--- src/rtl/rvfi_commit_serializer.sv ---
// Commit-group to single-stream serializer for RVFI tracing: buffers up to NRET
// records per cycle and emits them in program order. Optional stall/high-water
// counters are built when RVFI_SERIAL_STALL_CNT_EN is defined.
module rvfi_commit_serializer #(
  parameter  int NRET  = 2,
  parameter  int DW    = 256,
  parameter  int DEPTH = 8,
  localparam int AW    = $clog2(DEPTH),
  localparam int CW    = AW + 1,
  localparam int NIW   = (NRET > 1) ? $clog2(NRET) : 1
) (
  input  logic               clk_i,
  input  logic               rst_i,
  input  logic [NRET-1:0]    commit_valid_i,
  input  logic [NRET*DW-1:0] commit_data_i,
  output logic               commit_ready_o,
  output logic               trace_valid_o,
  input  logic               trace_ready_i,
  output logic [DW-1:0]      trace_data_o,
  output logic [63:0]        trace_order_o,
  output logic [63:0]        trace_cycle_o,
  output logic [NIW-1:0]     trace_nret_id_o,
  output logic               overflow_o,
  output logic [CW-1:0]      count_o
`ifdef RVFI_SERIAL_STALL_CNT_EN
  ,
  output logic [31:0]        stall_cnt_o,
  output logic [CW-1:0]      hiwater_o
`endif
);

  localparam logic [CW-1:0] ONE_C   = CW'(1);
  localparam logic [CW-1:0] DEPTH_C = CW'(DEPTH);
  localparam logic [CW-1:0] NRET_C  = CW'(NRET);

  logic [DW-1:0]  data_mem_r  [DEPTH];
  logic [63:0]    order_mem_r [DEPTH];
  logic [63:0]    cycle_mem_r [DEPTH];
  logic [NIW-1:0] lane_mem_r  [DEPTH];

  logic [AW-1:0] wr_ptr_r;
  logic [AW-1:0] rd_ptr_r;
  logic [CW-1:0] count_r;
  logic [63:0]   order_r;
  logic [63:0]   cycle_r;
  logic          overflow_r;

  logic          ready_s;
  logic          push_s;
  logic          pop_s;
  logic [CW-1:0] pcnt_s;
  logic [CW-1:0] count_next_s;
  logic [CW-1:0] rank_s [NRET];
  logic [AW-1:0] slot_s [NRET];

  // Rank of each valid lane among the valid lanes, and its compacted write slot.
  always_comb begin
    pcnt_s = '0;
    for (int k = 0; k < NRET; k++) begin
      rank_s[k] = pcnt_s;
      slot_s[k] = wr_ptr_r + pcnt_s[AW-1:0];
      if (commit_valid_i[k]) begin
        pcnt_s = pcnt_s + ONE_C;
      end else begin
        pcnt_s = pcnt_s;
      end
    end
  end

  // Ready from registered occupancy only; a same-cycle pop never raises it.
  always_comb begin
    ready_s      = (DEPTH_C - count_r) >= NRET_C;
    push_s       = ready_s && (|commit_valid_i);
    pop_s        = (count_r != '0) && trace_ready_i;
    count_next_s = count_r;
    if (push_s) begin
      count_next_s = count_next_s + pcnt_s;
    end else begin
      count_next_s = count_next_s;
    end
    if (pop_s) begin
      count_next_s = count_next_s - ONE_C;
    end else begin
      count_next_s = count_next_s;
    end
  end

  // Record storage; no reset needed since the outputs are masked while empty.
  always_ff @(posedge clk_i) begin
    for (int k = 0; k < NRET; k++) begin
      if (!rst_i && push_s && commit_valid_i[k]) begin
        data_mem_r[slot_s[k]]  <= commit_data_i[k*DW +: DW];
        order_mem_r[slot_s[k]] <= order_r + 64'(rank_s[k]);
        cycle_mem_r[slot_s[k]] <= cycle_r;
        lane_mem_r[slot_s[k]]  <= NIW'(k);
      end
    end
  end

  // Pointers, occupancy, order/cycle counters and sticky overflow.
  always_ff @(posedge clk_i) begin
    if (rst_i) begin
      wr_ptr_r   <= '0;
      rd_ptr_r   <= '0;
      count_r    <= '0;
      order_r    <= 64'd0;
      cycle_r    <= 64'd0;
      overflow_r <= 1'b0;
    end else begin
      cycle_r <= cycle_r + 64'd1;
      count_r <= count_next_s;
      if (push_s) begin
        wr_ptr_r <= wr_ptr_r + pcnt_s[AW-1:0];
        order_r  <= order_r + 64'(pcnt_s);
      end
      if (pop_s) begin
        rd_ptr_r <= rd_ptr_r + AW'(1);
      end
      if ((|commit_valid_i) && !ready_s) begin
        overflow_r <= 1'b1;
      end
    end
  end

  // Head presentation straight from storage, forced to zero while empty.
  always_comb begin
    commit_ready_o = ready_s;
    trace_valid_o  = (count_r != '0);
    overflow_o     = overflow_r;
    count_o        = count_r;
    if (count_r != '0) begin
      trace_data_o    = data_mem_r[rd_ptr_r];
      trace_order_o   = order_mem_r[rd_ptr_r];
      trace_cycle_o   = cycle_mem_r[rd_ptr_r];
      trace_nret_id_o = lane_mem_r[rd_ptr_r];
    end else begin
      trace_data_o    = '0;
      trace_order_o   = 64'd0;
      trace_cycle_o   = 64'd0;
      trace_nret_id_o = '0;
    end
  end

`ifdef RVFI_SERIAL_STALL_CNT_EN
  logic [31:0]   stall_cnt_r;
  logic [CW-1:0] hiwater_r;

  // Saturating backpressure counter and peak occupancy tracker.
  always_ff @(posedge clk_i) begin
    if (rst_i) begin
      stall_cnt_r <= 32'd0;
      hiwater_r   <= '0;
    end else begin
      if (trace_valid_o && !trace_ready_i && (stall_cnt_r != 32'hFFFF_FFFF)) begin
        stall_cnt_r <= stall_cnt_r + 32'd1;
      end
      if (count_next_s > hiwater_r) begin
        hiwater_r <= count_next_s;
      end
    end
  end

  assign stall_cnt_o = stall_cnt_r;
  assign hiwater_o   = hiwater_r;
`endif

endmodule

--- config.mk ---
export PLATFORM = sky130hd
export DESIGN_NAME = rvfi_commit_serializer
export DESIGN_NICKNAME = d
export VERILOG_FILES = /design/src/rtl/rvfi_commit_serializer.sv
export SDC_FILE = /design/constraint.sdc
export NUM_CORES = 2
export LEC_CHECK = 0
export CORE_ASPECT_RATIO = 1.5
export CORE_MARGIN = 2
export CORE_UTILIZATION = 55
export CTS_CLUSTER_SIZE = 30
export DETAILED_ROUTE_END_ITERATION = 8
export HOLD_SLACK_MARGIN = 0.1
export PLACE_DENSITY = 0.84
export SLEW_MARGIN = 20
export SYNTH_ARGS = -nofsm -noshare
export SYNTH_HDL_FRONTEND = slang
export SYNTH_SLANG_ARGS = --single-unit
--- constraint.sdc ---
create_clock -name clk_i -period 53.8 [get_ports clk_i]
set_input_delay 16.14 -clock clk_i [delete_from_list [all_inputs] [get_ports clk_i]]
set_output_delay 16.14 -clock clk_i [all_outputs]
set_load 0.01 [all_outputs]
# ---- Word-level counts from Yosys, hierarchy flattened
# Memory sizes are Yosys's and may differ from the RTL's. A register that Yosys moved wholly into a read port is not among the register bits.
# Cells that the tools add are included.
dict set report totals {
  reg_bits 139
  ram_bits 3080
  input_bits 517
  out_inout_bits 392
  wordCells 51
  n_memories 4
}
dict set report op_classes {
  add_sub_neg 10
  magnitude_cmp 1
  n_mux 20
  reduce_logical 10
}
# name words word_bits rd rd_clocked_by_memory_dff wr line
set mem_list {}
lappend mem_list {data_mem_r 8 256 1 1 2 36} ;# logic [DW-1:0] data_mem_r [DEPTH];
lappend mem_list {cycle_mem_r 8 64 1 1 2 38} ;# logic [63:0] cycle_mem_r [DEPTH];
lappend mem_list {order_mem_r 8 64 1 1 2 37} ;# logic [63:0] order_mem_r [DEPTH];
lappend mem_list {lane_mem_r 8 1 1 1 2 39} ;# logic [NIW-1:0] lane_mem_r [DEPTH];
# operator count
set op_table {}
lappend op_table {{256-bit 2-to-1 mux} 1}
lappend op_table {{64-bit by 4-bit adder with 64-bit output} 2}
lappend op_table {{64-bit 2-to-1 mux} 2}
lappend op_table {{64-bit by 1-bit adder with 64-bit output, second input constant} 1}
lappend op_table {{3-bit 2-to-1 mux} 8}
lappend op_table {{4-bit 2-to-1 mux} 3}
lappend op_table {{3-bit adder} 2}
lappend op_table {{1-bit logical AND} 6}
lappend op_table {{1-bit 2-to-1 mux} 6}
lappend op_table {{4-bit by 1-bit adder with 4-bit output, second input constant} 1}
lappend op_table {{4-bit adder} 1}
lappend op_table {{4-bit by 2-bit greater-or-equal comparator with 1-bit output, second input constant} 1}
lappend op_table {{4-bit nonzero test} 1}
lappend op_table {{4-bit by 1-bit subtractor with 4-bit output, second input constant} 1}
lappend op_table {{4-bit subtractor, first input constant} 1}
lappend op_table {{3-bit by 1-bit adder with 3-bit output, second input constant} 1}
lappend op_table {{1-bit logical NOT} 2}
lappend op_table {{2-bit OR reduction} 1}

# ---- Longest topological paths before layout
dict set report logic_depth {
  ltp_word 7
  depth_mapped 12
  ltp_nobuf 11
}

# ---- Least setup slack after synthesis
# No wires, ideal clock.
dict set report synth_path {
  kind {input-to-reg}
  from {input commit_valid_i[0]}
  to {memory cycle_mem_r[1][0], enable pin}
  setup_time_ns 2.165
  t_arrival_ns 55.370
  required_ns 51.635
  setup_slack_ns -3.735
  path_stages 7
  n_path_buf 2
  path_cell_list {inv_1 > ha_1 > buf_2 > a21oi_1 > clkbuf_1 > nor2_1 > o41ai_1}
}
# element line
set synth_rtl {}
lappend synth_rtl {{start: declaration} 14} ;# input logic [NRET-1:0] commit_valid_i,
lappend synth_rtl {{end: declaration} 38}

==> results by group <==
Logic synthesis
  • Top cell type's share of synthesized area: 57.6%
  • Main area contributors after synthesis: edfxtp_1 58%, nand2_1 15%, mux4_2 11%
  • Post-Syn Nets: 14777
  • Number of enable flip-flop cells after synthesis: 3072
  • Cells after Synth: 14241
  • Seq cells post-synth: 3222
  • FFs w/ async S/R, synth: 0%
  • Largest area contributor in the netlist: edfxtp_1
  • Post-Syn Area: 160000 sq um
  • Post-synth cell types: 63
  • Mean area per synthesized cell: 11.2 sq um
  • Sequential area share after synthesis: 59.5%
  • Top FF cell, synth: edfxtp_1
  • Synth warn: 0

Die
  • Die area: ~300000 sq um
  • Initial Util: between 50% and 60%
  • Chip Width: 444 microns
  • FP Rows: 242
  • Core area: 289000 sq um
  • I/O pin cnt: 909
  • Die Ht: around 660 microns

Clocking
  • Clk sinks: 3222
  • Post-CTS Setup Inserts: 0
  • CTS Buffer Depth: 4
  • Root buf cell: clkbuf_16
  • CTS resizes: 0
  • H-tree depth: 5
  • Clock Latency Late Sink: 920 ps
  • CTS tree: done
  • Cts bufs inserted: 306
  • Clock transition at path regs: about 60 ps
  • Hold_buf cts: 0

Min path
  • Hold path depth: 1
  • Hold Crit Class: reg2reg
  • Min-delay src: lane_mem_r[2]
  • Worst hold path endpoint: lane_mem_r[2]

Timing
  • RSZ-0062 raised after global routing: no
  • FMAX: 42.4 MHz
  • Tcrit/Tclk final: 43.8%
  • Fin. Hold Viols: 0
  • Slew HR: 15.0%
  • Tmin final: ~24000 ps
  • Fin. max-slew vios: 0
  • Layout Skew: 69.8 ps
  • Least-Margin Pin Slew: 1270 ps
  • Final Setup Violations: 0
  • Setup TNS: 0 ps

Job
  • MaxCap Viol Count: 0

Critical path
  • Worst setup path class: in2reg
  • Flop-to-flop setup slack: 46010 ps
  • Worst Reg2Reg Path Length in Cells: 12
  • Startpoint class of the critical path: input port
  • R2R Path End: data_mem_r[3][139]
  • WP data arrival: 24080 ps
  • Crit path max fanout: 50
  • Worst Path Required: 54310 ps
  • Crit end category: flip-flop
  • Worst r2r src: count_o[1]

Global routing
  • Total Routing Usage GR: about 33%
  • Initial antenna violation count: 134
  • Largest net degree at the start of global routing: 133
  • Global route overflow: 0
  • Global-route wire length before repair: 728000 microns
  • Vias in the first global route: 117316

Drt
  • Via density: around 6.3
  • Via count: around 120k
  • DRC Markers: 0
  • ANT nets after route: 0
  • Initial DRC count: ~18000
  • Drt total wl: between 400000 and 500000 microns
  • Per-cell routed wire length: roughly 27 microns
  • DRT Pass-1 Iters: 9

Power and ir drop
  • Max rail drop VDD: 0.0000441 V
  • P_leak: 64.8 nW
  • Pwr Total: 7.81 mW
  • Pwr Density: 43.7 nW/um^2

Final layout
  • Share of post-route cells with drive strength above 1: about 10%
  • Layout net count: 14759
  • P&R area growth vs syn: 11.7%
  • Post-Layout Cell Count: 18373

Outcome
  • Status: finished, final reports clean

Placement
  • Final GP Congestion: 0.898
  • Dpl hpwl: 279000 microns
  • Placed instance count: 17695
  • PortBufs: approximately 910
==> cells by family (layout without fill, tap and decap cells) <==
logic type	Yosys count	after routing	share of synthesized area, %
AOI/OAI and AO/OA	223	223	0.854
xor gates and xnor gates	539	539	2.95
adders and majority gates	19	19	0.163
buffers and inverters	1464	1690	4.57
DFF	3222	3222	59.5
muxes	1161	1161	13.3
other	0	124	0
and+or+nand+nor	7613	7613	18.7
==> cell type report <==
cell class / instances / area, sq um
Tap cell: 3782 / 4730
Clock buffer: 386 / 8180
Timing Repair Buffer: 1110 / 10800
Clock inverter: 166 / 1560
Sequential cell: 3222 / 95300
Fill cell: 20746 / 111000
Multi-Input combinational cell: 9555 / 57800
Antenna cell: 124 / 310
Inverter: 28 / 105
==> state kept, by name (all words and copies together) (netlist names), 3 cells and up, named ones only <==
name         flops
count_o          4
order_r         64
data_mem_r    2048
order_mem_r    512
cycle_mem_r    512
rd_ptr_r         3
cycle_r         64
lane_mem_r       8
wr_ptr_r         3
==> critical path, stage by stage <==
cell	delay, ps
clkdlybuf4s50_1	640
inv_1	110
ha_1	330
or3b_2	570
nor3_2	540
nand3_4	740
nand2_4	860
buf_4	730
buf_4	750
buf_4	810
buf_4	780
buf_4	800
==> cell usage after synthesis (4+ instances only) <==
library cell / count
nor4_1: 34
o2111ai_1: 6
mux2i_1: 385
buf_2: 316
ha_1: 16
or4_1: 41
nand2b_1: 4
o31ai_1: 37
nor2_1: 638
xnor2_1: 272
buf_1: 202
o41ai_1: 5
inv_1: 27
a21oi_1: 84
and2_1: 12
nand4_1: 78
a221o_1: 8
nand2_1: 6428
nor4_2: 8
xor2_1: 267
clkbuf_1: 538
and4_1: 20
o21ai_0: 55
o211ai_1: 8
nor3_1: 114
or3_1: 39
a21o_1: 5
mux4_2: 770
and3_1: 31
buf_4: 379
nor2b_1: 11
nand3_1: 128
mux2_2: 6
dfxtp_1: 150
edfxtp_1: 3072
==> report_power, final <==
part           leakage (nW)  internal (mW)  switching (mW)
logic                  31.3           1.05            1.46
clock network          4.76           1.20           0.973
registers              28.7           3.06          0.0766
==> routing by layer <==
metal  global-route usage [%]  up-vias  share of wire [%]
met5                        0        -              0.078
met1                     37.9    55621                 31
met2                     54.1     9871                 48
met3                     7.80     2035                 14
li1                         -    48689                  -
met4                     23.1       60                7.3
==> layout by cell type (no fill, tap or decap), types with 120 or more instances in the layout <==
cell type        count
xnor2_1            272
nand2_1           6424
nor2_1             638
mux2i_1            385
diode_2            124
nand3_1            120
buf_4              183
edfxtp_1          3072
clkbuf_16          313
xor2_1             267
mux4_2             770
dfxtp_1            147
clkdlybuf4s50_1    907
==> worst max path at each step <==
stage,start,slack [ps],depth (start not counted),endpoint
finish,commit_valid_i[0],30230,12,data_mem_r[3][139]
global route,flip-flop,29720,10,trace_data_o[121]
CTS,flip-flop,29610,9,trace_data_o[121]
detailed placement,commit_valid_i[0],29540,12,data_mem_r[3][122]
global placement,commit_valid_i[0],29680,12,data_mem_r[3][122]
floorplan,commit_valid_i[0],8130,7,cycle_mem_r[4][0]
==> per-stage QoR <==
step | setup WS [ps] | hold slack, ps | instance area (sq um) | util, %
after floorplan | 8130 | 421 | 160000 | -
after global placement | 29680 | 435 | 169000 | 58.2
after detailed placement | 29540 | 441 | 169000 | 58.3
after CTS | 29610 | 456 | 178000 | 61.6
after global routing | 29720 | 472 | 179000 | 61.7
final | 30230 | 456 | 179000 | 61.8
(Power assumes the default switching activity.)
